<file path="src/rtl/regdst_wb_sequencer.sv">
// rtl/regdst_wb_sequencer.sv - multicycle RegDst/RegWrite writeback sequencer
//
// Latches a writeback class plus rt/rd on start, then walks the register-file
// write port through one write (or two for POP), tolerating bank stalls up to
// MAX_STALL cycles per write before aborting with a sticky timeout.
//
// Ports:
//   clk, reset_n        clock (rising edge), asynchronous active-low reset
//   start               request from control FSM, only honoured in IDLE
//   wb_class            writeback class, sampled with start
//   in_rt, in_rd        instruction rt/rd fields, sampled with start
//   wb_stall            register bank not ready; holds the current write
//   RegDst              mux select: 000 rt, 001 rd, 010 r31, 011 r29, 100 r30
//   RegWrite            register-file write enable
//   wr_addr             resolved destination index matching RegDst
//   busy                high whenever not IDLE
//   done                one-cycle completion pulse
//   timeout             sticky stall-abort flag, cleared on next accepted start
module regdst_wb_sequencer #(
  parameter int MAX_STALL = 15,
  parameter int CNT_W     = 8
) (
  input  logic       clk,
  input  logic       reset_n,
  input  logic       start,
  input  logic [2:0] wb_class,
  input  logic [4:0] in_rt,
  input  logic [4:0] in_rd,
  input  logic       wb_stall,
  output logic [2:0] RegDst,
  output logic       RegWrite,
  output logic [4:0] wr_addr,
  output logic       busy,
  output logic       done,
  output logic       timeout
);

  localparam logic [2:0] CLS_NONE  = 3'd0;
  localparam logic [2:0] CLS_RTYPE = 3'd2;
  localparam logic [2:0] CLS_JAL   = 3'd3;
  localparam logic [2:0] CLS_PUSH  = 3'd4;
  localparam logic [2:0] CLS_POP   = 3'd5;
  localparam logic [2:0] CLS_EXC   = 3'd6;
  localparam logic [2:0] CLS_RSVD  = 3'd7;

  localparam logic [2:0] SEL_RT  = 3'b000;
  localparam logic [2:0] SEL_RD  = 3'b001;
  localparam logic [2:0] SEL_R31 = 3'b010;
  localparam logic [2:0] SEL_R29 = 3'b011;
  localparam logic [2:0] SEL_R30 = 3'b100;

  // The abort fires on the MAX_STALL-th consecutive stall cycle of a write,
  // i.e. when the counter is about to reach MAX_STALL.
  localparam logic [CNT_W-1:0] STALL_LAST = CNT_W'(MAX_STALL - 1);

  typedef enum logic [1:0] {
    ST_IDLE = 2'd0,
    ST_W1   = 2'd1,
    ST_W2   = 2'd2,
    ST_DONE = 2'd3
  } state_t;

  state_t           state;
  state_t           state_nx;
  logic [2:0]       cls_q;
  logic [4:0]       rt_q;
  logic [4:0]       rd_q;
  logic [CNT_W-1:0] stall_cnt;
  logic             stall_abort;

  always_comb begin
    state_nx    = state;
    RegDst      = SEL_RT;
    wr_addr     = 5'd0;
    RegWrite    = 1'b0;
    busy        = (state != ST_IDLE);
    done        = (state == ST_DONE);
    stall_abort = 1'b0;
    case (state)
      ST_IDLE: begin
        if (start) begin
          state_nx = (wb_class == CLS_NONE || wb_class == CLS_RSVD) ? ST_DONE : ST_W1;
        end
      end
      ST_W1: begin
        case (cls_q)
          CLS_RTYPE: begin RegDst = SEL_RD;  wr_addr = rd_q;  end
          CLS_JAL:   begin RegDst = SEL_R31; wr_addr = 5'd31; end
          CLS_PUSH:  begin RegDst = SEL_R29; wr_addr = 5'd29; end
          CLS_EXC:   begin RegDst = SEL_R30; wr_addr = 5'd30; end
          default:   begin RegDst = SEL_RT;  wr_addr = rt_q;  end
        endcase
        if (!wb_stall) begin
          // r0 is hard-wired; the cycle is spent but the strobe is held off.
          RegWrite = (wr_addr != 5'd0);
          state_nx = (cls_q == CLS_POP) ? ST_W2 : ST_DONE;
        end else if (stall_cnt == STALL_LAST) begin
          stall_abort = 1'b1;
          state_nx    = ST_DONE;
        end
      end
      ST_W2: begin
        RegDst  = SEL_R29;
        wr_addr = 5'd29;
        if (!wb_stall) begin
          RegWrite = 1'b1;
          state_nx = ST_DONE;
        end else if (stall_cnt == STALL_LAST) begin
          stall_abort = 1'b1;
          state_nx    = ST_DONE;
        end
      end
      ST_DONE: state_nx = ST_IDLE;
      default: state_nx = ST_IDLE;
    endcase
  end

  always_ff @(posedge clk or negedge reset_n) begin
    if (!reset_n) begin
      state     <= ST_IDLE;
      cls_q     <= 3'd0;
      rt_q      <= 5'd0;
      rd_q      <= 5'd0;
      stall_cnt <= '0;
      timeout   <= 1'b0;
    end else begin
      state <= state_nx;
      // Each write state gets its own stall budget.
      if (state_nx != state) begin
        stall_cnt <= '0;
      end else if ((state == ST_W1 || state == ST_W2) && wb_stall) begin
        stall_cnt <= stall_cnt + CNT_W'(1);
      end
      if (state == ST_IDLE && start) begin
        cls_q   <= wb_class;
        rt_q    <= in_rt;
        rd_q    <= in_rd;
        timeout <= 1'b0;
      end else if (stall_abort) begin
        timeout <= 1'b1;
      end
    end
  end

endmodule
</file>
<file path="config.mk">
export PLATFORM = sky130hd
export DESIGN_NAME = regdst_wb_sequencer
export DESIGN_NICKNAME = d
export VERILOG_FILES = /design/src/rtl/regdst_wb_sequencer.sv
export SDC_FILE = /design/constraint.sdc
export NUM_CORES = 1
export LEC_CHECK = 0
export CAP_MARGIN = 25
export CORE_UTILIZATION = 47
export DETAILED_ROUTE_END_ITERATION = 7
export PLACE_DENSITY = 0.87
export REMOVE_ABC_BUFFERS = 1
export SETUP_SLACK_MARGIN = 0.2
export SLEW_MARGIN = 20
export SYNTH_ARGS = -nofsm -noshare
export SYNTH_HDL_FRONTEND = slang
export SYNTH_SLANG_ARGS = --single-unit
export TNS_END_PERCENT = 30
</file>
<file path="constraint.sdc">
create_clock -name clk -period 2.1 [get_ports clk]
set_clock_uncertainty 0.2 [all_clocks]
set_input_delay 0.42 -clock clk [delete_from_list [all_inputs] [get_ports clk]]
set_output_delay 0.42 -clock clk [all_outputs]
set_load 0.02 [all_outputs]
</file>
==> run metrics, run 1 <==
status=finished, violations left; failing checks=setup timing; Setup Crit Path Kind=flop to output port; register bit total from synthesis=24; top_reg_cell synth=dfrtp_1; post-synthesis mux area share=9.512%; maximum clock rate=371.4 MHz; Adder-Cell Fraction of Synth Area=6.504%; Place WS=-0.5001 ns; worst skew pair latency=0.31 ns; DR iter-0 viols=106; setup violators final=17; Tmin final=2.693 ns; count of input and output buffers=28; drt first pass iters=4; Compound-Gate Fraction of Synth Area=16.10%; Cell variety after synth=36; deepest clock path buffer count=2; worst endpoint data arrival time=2.07 ns; post-route antenna net violation count=0; Post-synth EDFFs=0; sequential area share after synthesis=39.02%; DIE HEIGHT=59.22 µm; Setup crit start kind=flop; Placer Congestion=0.9086; share of cells above drive strength 1=52.58%; Yosys top cell by area=dfrtp_1; Ant. Diodes=0; DR vias/cell=6.253; CTS buffer count=3; Slew Viols, Final=0; largest family of logic cells by synthesized area=simple AND/OR/NAND/NOR gates; FP Rows=20; DRC=0; maximum fanout along the worst path=5; fin worst setup slack=-0.5929 ns; yosys warns=0; Starting Density=50.00%; synth top area cells=dfrtp_1 39%, mux2_2 9.5%, ha_1 6.5%, nor3_1 6.2%, o41ai_4 3.6%; vias in the first global route=1,515; htree depth=1; top-area cell type share of the netlist area=39.02%; WL per Instance=22.60 µm; final net count=239; worst-margin pin slew=0.5246 ns; VDD IR max=857.7 µV; Clk pin slew, worst setup/hold paths=0.14 ns; fraction of registers with async set/reset=100.0%; top-count cell post-synth=dfrtp_1; area grow syn2layout=61.95%; largest net degree at the start of global routing=25; RSZ-0062 raised after global routing=true; commonest cells in the netlist=24 x dfrtp_1, 19 x nor3_1, 13 x mux2_2, 13 x nor2_1; leak pwr=1.082 nW; CTS tree=done; CP endpoint kind=output port; HP Class=input port to asynchronous set/reset pin; grt ovf=0; final hold violations=0; die width=59.22 µm; total power=4.248 mW; root buf cell=clkbuf_4; Max-slew headroom=64.91%; Routed WL=5808 µm; pwr/cell area=1704 nW/µm²; global-route wire length before repair=7245 µm; gr usage total=28.52%; Core Area=3078 µm²; initial antenna violation count=0; Synth Area in XOR/XNOR=4.553%; post-DP HPWL=2969 µm; Die Footprint=3507 µm²; Ports=29; Synth Area in Simple Gates=21.63%; synthesized area per cell=10.40 µm²; CTS sink count=24; total vias in the final route=1,607; Max Cap Violations=0; Critical Path RT=1.48 ns; Mapped Area=1539 µm²; fin crit share=128.2%; Mapped Cells=148
## layout by cell type, fill, tap and decap left out, types with 2 or more instances in the layout
master / Yosys / final
inv_2: 0 / 2
xnor2_1: 4 / 3
ha_4: 0 / 3
clkbuf_4: 0 / 3
nand2_8: 0 / 2
nor3_2: 1 / 4
a21oi_1: 3 / 2
o21ai_0: 3 / 2
o41ai_2: 0 / 2
buf_4: 0 / 32
nor3_1: 19 / 11
ha_2: 0 / 3
nor3_4: 0 / 5
inv_1: 6 / 4
nand2b_4: 0 / 2
nand3_1: 2 / 2
ha_1: 8 / 2
nand4_1: 4 / 4
xor2_1: 4 / 4
nand2_1: 8 / 5
buf_6: 0 / 13
and3_1: 2 / 2
dfrtp_2: 0 / 3
buf_2: 0 / 2
nor2_1: 13 / 10
clkdlybuf4s50_1: 0 / 16
nor2_4: 0 / 2
mux2_2: 13 / 13
nor2b_1: 3 / 2
o41ai_4: 2 / 3
dfrtp_1: 24 / 21
o21a_1: 3 / 3
## logic make-up (layout without fill, tap and decap cells)
| logic type | after synthesis | in the layout |
|---|---|---|
| flops | 24 | 24 |
| compound gates | 23 | 23 |
| fa+ha+maj | 8 | 8 |
| xor+xnor | 8 | 8 |
| buf+inv | 11 | 76 |
| simple gates | 61 | 61 |
| mux | 13 | 13 |
## where the power goes
group | internal, mW | switching (mW)
clock | 0.193 | 0.142
combinational | 1.45 | 1.59
sequential | 0.627 | 0.247
## state kept, by name, summed over array words and instances (netlist names)
signal and cells:
stall_cnt 8, state 2, rd_q 5, timeout 1, rt_q 5, cls_q 3
## path summary, 6_finish.rpt
| path | from | slack, ns | to | cells past startpoint |
|---|---|---|---|---|
| max reg2reg | cls_q[1] | -0.10 | stall_cnt[1] | 5 |
| min | reset_n | 0.30 | rt_q[3] | 2 |
| min reg2reg | timeout | 0.33 | timeout | 1 |
| max in group asynchronous | reset_n | 1.14 | cls_q[2] | 2 |
| max | cls_q[0] | -0.59 | RegWrite | 6 |
| min in group clk | timeout | 0.33 | timeout | 1 |
## timing repair
action,in CTS,in global routing
hold buffers,0,0
pin swaps,14,10
setup endpoints to repair,20,19
setup buffers,8,6
resized for setup,93,34
## routing by layer
metal  part of all wire (%)  track usage, %  up-vias
met5                      0               0        -
met4                    7.0           15.31        0
met3                    6.6           5.895       44
met2                     51           53.45       92
met1                     35           29.23      796
li1                       -               -      675
## final cells by class
cell class                      count  area, µm²
Clock buffer                        3      22.52
Clock inverter                      1      30.03
Sequential cell                    24      604.3
Timing Repair Buffer               66      600.6
Multi-Input combinational cell    113       1157
Tap cell                           44      55.05
Fill cell                         169      585.6
Inverter                            6      22.52
## worst max-delay path: stages, from the launching register on
cell and delay [ns]:
dfrtp_2 0.46, buf_4 0.19, o32ai_2 0.37, nor2_1 0.13, o41ai_1 0.31, a21oi_1 0.13, buf_4 0.17
## metrics by stage
step | instances | cell area [µm²] | TNS (ns) | hold WS, ns | util (%)
after CTS | 251 | 2300 | -2.070 | 0.2631 | 74.72
after global routing | 257 | 2492 | -4.771 | 0.2838 | 80.98
after global placement | 239 | 2048 | -4.485 | 0.2849 | 66.54
after floorplan | 143 | 1520 | -1.942 | -0.07559 | -
final | 257 | 2492 | -2.944 | 0.2999 | 80.98
after detailed placement | 239 | 2048 | -5.708 | 0.2908 | 66.54
No activity file was read; power rests on OpenSTA's default activity.
==> inputs of run 2 (changes only) <==
--- a/config.mk
+++ b/config.mk
@@ -6,9 +6,10 @@
 export NUM_CORES = 1
 export LEC_CHECK = 0
 export CAP_MARGIN = 25
-export CORE_UTILIZATION = 47
+export CORE_UTILIZATION = 48
+export CTS_BUF_LIST = sky130_fd_sc_hd__clkbuf_2
 export DETAILED_ROUTE_END_ITERATION = 7
-export PLACE_DENSITY = 0.87
+export PLACE_DENSITY = 0.88
 export REMOVE_ABC_BUFFERS = 1
 export SETUP_SLACK_MARGIN = 0.2
 export SLEW_MARGIN = 20
==> run 2 against run 1 <==
  * Register-to-register slack worse by 0.04 ns
  * The run still ends with setup timing left
  * Highest routed layer is now met5
  * Critical endpoint unchanged
  * Sequential share of layout area shrank 0.76 points
  * Hold slack got worse by 0.13 ns
  * Critical path type unchanged
==> run metrics, run 2 (synthesis gave the netlist of run 1 again) <==
status=finished, violations left; failing checks=setup timing; deepest clock path buffer count=2; Slew Viols, Final=0; Clk pwr share=7.3%; final cell count without fillers=262; Switching Power=2.101 mW; final net count=244; commonest non-fill, non-tap cell in the layout=buf_4; VDD IR max=943.3 µV; Internal=2.360 mW; Core Area=3053 µm²; Max Cap Violations=0; crit path launch=cls_q[1]; post-route antenna net violation count=0; Ant. Diodes=0; area grow syn2layout=66.83%; share of cells above drive strength 1=57.80%; post-DP HPWL=2990 µm; leak pwr=1.116 nW; pwr/cell area=1738 nW/µm²; DR vias/cell=6.324; gr usage total=31.41%; htree depth=1; DIE HEIGHT=58.63 µm; Post-CTS Hold Buffers=0; largest net degree at the start of global routing=25; Max-slew headroom=62.84%; Biggest register=stall_cnt; root buf cell=clkbuf_2; RSZ-0062 raised after global routing=true; Starting Density=50.41%; Largest regs=stall_cnt (8), rd_q (5), rt_q (5); part of the power in combinational logic=74.3%; Placer Congestion=0.9397; CTS sink count=24; Setup TNS=-4.240 ns; worst hold slack=0.1666 ns; drt first pass iters=4; worst-margin pin slew=0.5555 ns; count of input and output buffers=28; Setup Crit Path Kind=flop to output port; Routed WL=6405 µm; max reg flops=8; die width=58.63 µm; setup violators final=17; worst endpoint data arrival time=2.14 ns; fin crit share=131.2%; initial antenna violation count=1; DR iter-0 viols=169; Tmin final=2.756 ns; sequential power share=18.5%; global-route wire length before repair=7955 µm; maximum clock rate=362.9 MHz; maximum fanout along the worst path=5; Clk pin slew, worst setup/hold paths=0.26 ns; Setup crit start kind=flop; CP endpoint kind=output port; CTS tree=done; total vias in the final route=1,657; Die Footprint=3437 µm²; HP Class=input port to asynchronous set/reset pin; Final Util=84.10%; Switching Fraction=47.09%; Critical Path RT=1.48 ns; flop-to-flop setup slack=-0.14 ns; FP Rows=20; final hold violations=0; Ports=29; vias in the first global route=1,579; commonest cells after routing, fill and taps aside=32 x buf_4, 22 x dfrtp_1, 18 x buf_6, 16 x clkdlybuf4s50_1, 13 x mux2_2; worst skew pair latency=0.38 ns; fin worst setup slack=-0.6556 ns; CTS buffer count=3; Placed Cells=247; r2r startpoint=cls_q[0]; WL per Instance=24.45 µm; DRC=0; grt ovf=0
run 2: cell count changes in the layout (fill, tap and decap cells not counted), sizes merged:
cell,delta
buf,+5
run 2: area by class of cell:
| cell class | instances | area, µm² |
|---|---|---|
| inverters | 6 | 22.52 |
| repair buffers | 71 | 661.9 |
| clock buffers | 3 | 15.01 |
| clock inverters | 1 | 30.03 |
| multi-input cells | 113 | 1180 |
| flip-flops and latches | 24 | 603.1 |
| well taps | 44 | 55.05 |
| fillers | 136 | 485.5 |
run 2: repair_timing:
action                                  CTS  global route
setup buffers                             8             3
gates resized for setup                  99            40
pin swaps                                18            11
endpoints found under the setup margin   20            19
run 2: path summary, 6_finish.rpt:
kind	endpoint	depth (start not counted)
max in group asynchronous	cls_q[0]	2
setup reg to reg	stall_cnt[5]	8
setup / recovery	RegWrite	7
hold / removal	rd_q[1]	2
hold reg to reg	timeout	1
min in group clk	timeout	1
run 2: critical path: stages (launching register included):
cell,delay [ns]
dfrtp_2,0.48
buf_6,0.12
nand2b_4,0.10
buf_4,0.17
o221a_4,0.29
o21a_1,0.23
a21oi_2,0.21
buf_6,0.15
run 2: stage by stage:
stage / total power [mW] / cell area (µm²) / setup slack [ns]
2_1_floorplan: 1.991 / 1520 / -0.5012
3_3_place_gp: 2.852 / 2108 / -0.4063
3_5_place_dp: 2.947 / 2108 / -0.4749
4_1_cts: 3.726 / 2386 / -0.4894
5_1_grt: 4.610 / 2567 / -0.7008
6_report: 4.461 / 2567 / -0.6556
run 2: routing by layer:
layer	part of all wire [%]	GRT usage, %	vias to the layer above
met5	0.20	0	-
met4	6.5	12.93	2
met3	7.6	4.176	51
met2	49	54.52	108
met1	37	39.49	811
li1	-	-	685
run 2: power by group through the flow:
stage / Clock, mW / Sequential, mW / Combinational, mW
final: 0.324 / 0.824 / 3.31
after global routing: 0.339 / 0.831 / 3.44
after CTS: 0.314 / 0.771 / 2.64
after detailed placement: 0 / 0.756 / 2.19
after global placement: 0 / 0.751 / 2.10
after floorplan: 0 / 0.793 / 1.20
